<file path="src/rtl/input_debounce.sv">
// Multi-channel 2-FF synchronizer and strobe-paced debouncer with edge pulses and irq.
// Optional sticky edge flags are enabled by defining DEBOUNCE_EDGE_LATCH_EN.
module input_debounce #(
  parameter int unsigned    NUM            = 7,
  parameter int unsigned    STABLE_SAMPLES = 20,
  parameter logic [NUM-1:0] INIT_LEVEL     = '0
) (
  input  logic           clk,
  input  logic           rst_n,
  input  logic           sample_en,
  input  logic [NUM-1:0] raw,
  output logic [NUM-1:0] level,
  output logic [NUM-1:0] rise,
  output logic [NUM-1:0] fall,
  input  logic [NUM-1:0] flag_clr,
  output logic [NUM-1:0] rise_flag,
  output logic [NUM-1:0] fall_flag,
  output logic           irq
);

  localparam int unsigned   CW      = $clog2(STABLE_SAMPLES + 1);
  localparam logic [CW-1:0] CntLast = CW'(STABLE_SAMPLES - 1);

  typedef enum logic [1:0] {StStableLo, StChkHi, StStableHi, StChkLo} state_e;

  state_e         r_state   [NUM];
  state_e         w_state_d [NUM];
  logic [CW-1:0]  r_cnt     [NUM];
  logic [CW-1:0]  w_cnt_d   [NUM];
  logic [NUM-1:0] r_meta, r_sync;
  logic [NUM-1:0] r_level, w_level_d;
  logic [NUM-1:0] r_rise, w_rise_d;
  logic [NUM-1:0] r_fall, w_fall_d;
  logic           r_irq, w_irq_d;

  always_comb begin
    for (int i = 0; i < NUM; i++) begin
      w_state_d[i] = r_state[i];
      w_cnt_d[i]   = r_cnt[i];
    end
    w_level_d = r_level;
    w_rise_d  = '0;
    w_fall_d  = '0;
    if (sample_en) begin
      for (int i = 0; i < NUM; i++) begin
        unique case (r_state[i])
          StStableLo: begin
            if (r_sync[i]) begin
              if (STABLE_SAMPLES == 1) begin
                w_state_d[i] = StStableHi;
                w_level_d[i] = 1'b1;
                w_rise_d[i]  = 1'b1;
              end else begin
                w_state_d[i] = StChkHi;
                w_cnt_d[i]   = CW'(1);
              end
            end
          end
          StChkHi: begin
            if (!r_sync[i]) begin
              w_state_d[i] = StStableLo;
              w_cnt_d[i]   = '0;
            end else if (r_cnt[i] == CntLast) begin
              w_state_d[i] = StStableHi;
              w_cnt_d[i]   = '0;
              w_level_d[i] = 1'b1;
              w_rise_d[i]  = 1'b1;
            end else begin
              w_cnt_d[i] = r_cnt[i] + 1'b1;
            end
          end
          StStableHi: begin
            if (!r_sync[i]) begin
              if (STABLE_SAMPLES == 1) begin
                w_state_d[i] = StStableLo;
                w_level_d[i] = 1'b0;
                w_fall_d[i]  = 1'b1;
              end else begin
                w_state_d[i] = StChkLo;
                w_cnt_d[i]   = CW'(1);
              end
            end
          end
          StChkLo: begin
            if (r_sync[i]) begin
              w_state_d[i] = StStableHi;
              w_cnt_d[i]   = '0;
            end else if (r_cnt[i] == CntLast) begin
              w_state_d[i] = StStableLo;
              w_cnt_d[i]   = '0;
              w_level_d[i] = 1'b0;
              w_fall_d[i]  = 1'b1;
            end else begin
              w_cnt_d[i] = r_cnt[i] + 1'b1;
            end
          end
        endcase
      end
    end
  end

  always_ff @(posedge clk or negedge rst_n) begin
    if (!rst_n) begin
      r_meta  <= INIT_LEVEL;
      r_sync  <= INIT_LEVEL;
      r_level <= INIT_LEVEL;
      r_rise  <= '0;
      r_fall  <= '0;
      r_irq   <= 1'b0;
      for (int i = 0; i < NUM; i++) begin
        r_state[i] <= INIT_LEVEL[i] ? StStableHi : StStableLo;
        r_cnt[i]   <= '0;
      end
    end else begin
      r_meta  <= raw;
      r_sync  <= r_meta;
      r_level <= w_level_d;
      r_rise  <= w_rise_d;
      r_fall  <= w_fall_d;
      r_irq   <= w_irq_d;
      for (int i = 0; i < NUM; i++) begin
        r_state[i] <= w_state_d[i];
        r_cnt[i]   <= w_cnt_d[i];
      end
    end
  end

`ifdef DEBOUNCE_EDGE_LATCH_EN
  logic [NUM-1:0] r_rise_flag, r_fall_flag;

  // Set has priority over a coincident clear.
  always_ff @(posedge clk or negedge rst_n) begin
    if (!rst_n) begin
      r_rise_flag <= '0;
      r_fall_flag <= '0;
    end else begin
      r_rise_flag <= (r_rise_flag & ~flag_clr) | r_rise;
      r_fall_flag <= (r_fall_flag & ~flag_clr) | r_fall;
    end
  end

  assign w_irq_d   = |(r_rise_flag | r_fall_flag);
  assign rise_flag = r_rise_flag;
  assign fall_flag = r_fall_flag;
`else
  logic w_unused_clr;

  assign w_unused_clr = ^flag_clr;
  assign w_irq_d      = |(r_rise | r_fall);
  assign rise_flag    = '0;
  assign fall_flag    = '0;
`endif

  assign level = r_level;
  assign rise  = r_rise;
  assign fall  = r_fall;
  assign irq   = r_irq;

endmodule

</file>
<file path="config.mk">
export PLATFORM = sky130hd
export DESIGN_NAME = input_debounce
export DESIGN_NICKNAME = d
export VERILOG_FILES = /design/src/rtl/input_debounce.sv
export SDC_FILE = /design/constraint.sdc
export NUM_CORES = 1
export LEC_CHECK = 0
export ABC_AREA = 1
export BUFFER_PORTS_ARGS = -buffer_cell sky130_fd_sc_hd__buf_2
export CORE_MARGIN = 2
export CORE_UTILIZATION = 62
export DETAILED_ROUTE_END_ITERATION = 10
export PLACE_DENSITY = 0.85
export SYNTH_ARGS = -nofsm -noshare
export SYNTH_HDL_FRONTEND = slang
export SYNTH_SLANG_ARGS = --single-unit
</file>
<file path="constraint.sdc">
create_clock -name clk -period 2.75 [get_ports clk]
set_clock_uncertainty 0.2 [all_clocks]
set_input_delay 0.55 -clock clk [delete_from_list [all_inputs] [get_ports clk]]
set_output_delay 0.55 -clock clk [all_outputs]
set_load 0.05 [all_outputs]
</file>
==> flow_summary.ini <==
[logic_synthesis]
netlist_instances = 499
yosys_warnings = 0
synth_top_cell_by_area = dfrtp_1
yosysSeqAreaShare_pct = 51.5
syn_area_per_cell_sq_um = 8.28
ys_types = 37
ys_ff_latch = 85
yosysTopAreaCellShare_pct = 51.5
synthTopCellsByArea = dfrtp_1 51%, nand2_1 12%, inv_1 5.1%
syn-cell-area_sq_um = 4130

[global_routing]
grt_pass1_vias = 3224
grt.overflow.total = 0
antenna_found_initial = 0
grt_start_max_net_pins = 44
grt_pass1_wl_mm = 13.8
grt_use_total_pct = 23.8

[timing]
min_period_ns = 1.80
finalMaxSlewViolations = 0
hold_viol_final = 0
setup_tns_ns = 0
max_slew.worst_pin.slew_ns = 0.543
holdWs_ns = 0.0950
max-slew-margin-rel_pct = 63.8
rsz0062_at_grt = false
fin_crit_sh_pct = 65.3
setup_viol = 0
max_freq_mhz = 557

[routing]
drcViolationCount = 0
wl_met1_mm = 3.38
top_layer = met4
met3_length_um = 324
dr.pass1.iters = 6
antenna_left = 0
viasPerCell = 5.36
wl_met2_mm = 4.11
wl_per_cell_um = 12.9
vias = 3330
wl_mm = 7.99
dr.first_iter.drc_count = 268

[run_status]
outcome = finished, final reports clean

[place]
dp_cells = 604
place_congestion = 0.872
portBuffers = 31
placed_cell_area_sq_um = 4320
dp_hpwl_mm = 5.88

[critical_path]
crit_chain = buf_2
critPathMaxStageDelay_ns = 0.41
critPathCaptureType = primary output
worst-path-buf-inv = 1
crit_path_max_fanout = 2
critPathTopFamily = flip-flops
crit_path_start_kind = register
critical_path_class = reg2out
worstPathArrival_ns = 1.05
slowest_stage = dfrtp_1
required_ns = 2.00

[floorplanning]
coreArea_sq_um = 6390
placementRows = 29
die_x_um = 85.6
die_area_sq_um = 7340
ios = 53
initial_core_util_pct = 64.7
die_y_um = 85.6

[finish]
stdcell_count = 621
area_growth_pct = 9.60
utilization_pct = 70.9
drive_above_1_share_pct = 15.6
fin_area_sq_um = 4530
num-fill-cells = 507
final_nets = 563
antennaDiodeCount = 0

[clock_network]
cts_tree = built
h-tree-depth = 3
clock_latency_ns = 0.35
postCtsSetupRepairBufs = 0
cts_root_buf = clkbuf_8
cts_max_path_buffers = 2
cts_buffers = 9
cts.sinks = 85
path_clk_slew_ns = 0.09

[pwr]
vdd_drop_max_uv = 565
power_density_nw_per_um2 = 835
p_leak_nw = 2.46

[worst_hold_path]
hp-class = in2reg

[flow_run]
maxCapViolCount = 0
-- synth_stat cells, drive strengths merged --
library cell    n
clkinv          1
xnor2           1
nand3          44
o21ai          17
xor2            4
a22oi           1
buf            18
o21bai          2
nor3            3
nor4            6
ha              7
and3            1
o22ai           1
nand4          16
inv            64
nor2           58
dfrtp          85
a21oi          16
nand2         151
nand3b          1
nor4b           1
conb            1
-- cells by family after synthesis --
group	count (synthesis)	synth area share, %
simple gates	281	30.7
flops	85	51.5
buf+inv	83	9.45
compound gates	37	5.15
fa+ha+maj	7	2.12
xor+xnor	5	1.06
other cells	1	0.0907
-- where the power goes --
group	internal [mW]	switching [mW]
registers	1.49	0.275
clock network	0.422	0.459
logic	0.376	0.758
total	2.29	1.49
-- cells in the final DEF (no fill, tap or decap), types with 2 or more instances in the layout --
cell type | synthesis | routed
inv_1 | 56 | 56
o21ai_1 | 12 | 12
clkinvlp_4 | 0 | 2
o21ai_0 | 4 | 4
nand2_1 | 135 | 135
o21bai_1 | 2 | 2
buf_2 | 1 | 30
nor2_1 | 56 | 56
nand3_2 | 3 | 3
dfrtp_1 | 85 | 85
nand2_2 | 16 | 16
inv_2 | 7 | 7
ha_1 | 7 | 7
nand3_1 | 41 | 41
nand4_1 | 15 | 15
a21oi_1 | 14 | 14
clkinv_4 | 0 | 3
clkbuf_8 | 0 | 9
nor3_2 | 2 | 2
buf_4 | 14 | 2
conb_1 | 1 | 14
nor4_1 | 5 | 5
xor2_1 | 4 | 4
-- per-stage QoR --
stage / setup slack (ns) / power (mW)
finish: 0.953 / 3.78
detailed placement: 0.808 / 2.91
global placement: 0.847 / 2.82
CTS: 0.935 / 3.79
floorplan: 1.35 / 2.66
global route: 0.913 / 4.06
-- repair_timing --
| item | CTS | global route |
|---|---|---|
| endpoints found under the setup margin | 0 | 0 |
| endpoints found under the hold margin | 42 | 0 |
| resized for setup | 0 | 0 |
| hold buffers | 1 | 0 |
-- state kept, by name, indices dropped and copies added (netlist names), named ones only --
| name | count |
|---|---|
| rise | 7 |
| r_sync | 7 |
| r_state | 7 |
| irq | 1 |
| r_meta | 7 |
| level | 7 |
| r_cnt | 35 |
| fall | 7 |
-- metal layers --
| layer | up-vias | track usage (%) |
|---|---|---|
| li1 | 1639 | - |
| met1 | 1577 | 28.6 |
| met2 | 98 | 41.8 |
| met3 | 16 | 3.95 |
| met4 | 0 | 11.5 |
| met5 | - | 0 |
-- final cells by class --
type / instances / area [sq um] / area share [%]
tap: 77 / 96.3 / 2.13
timing repair buffer: 34 / 195 / 4.31
clock buffer: 9 / 124 / 2.73
inverter: 65 / 246 / 5.44
sequential: 85 / 2130 / 47.0
clock inverter: 7 / 76.3 / 1.69
multi-input combinational: 344 / 1660 / 36.7
-- worst paths after layout --
kind | slack (ns) | end | cells past startpoint | start
worst max-delay path | 0.95 | fall[4] | 1 | fall[4]
worst max register to register | 1.14 | r_cnt[30] | 6 | r_cnt[30]
worst min-delay path | 0.09 | r_meta[1] | 1 | raw[1]
max in group asynchronous | 1.22 | r_cnt[20] | 3 | rst_n
min in group asynchronous | 0.52 | r_cnt[32] | 2 | rst_n
worst min register to register | 0.15 | r_sync[0] | 0 | r_meta[0]
(Power assumes the default switching activity.)
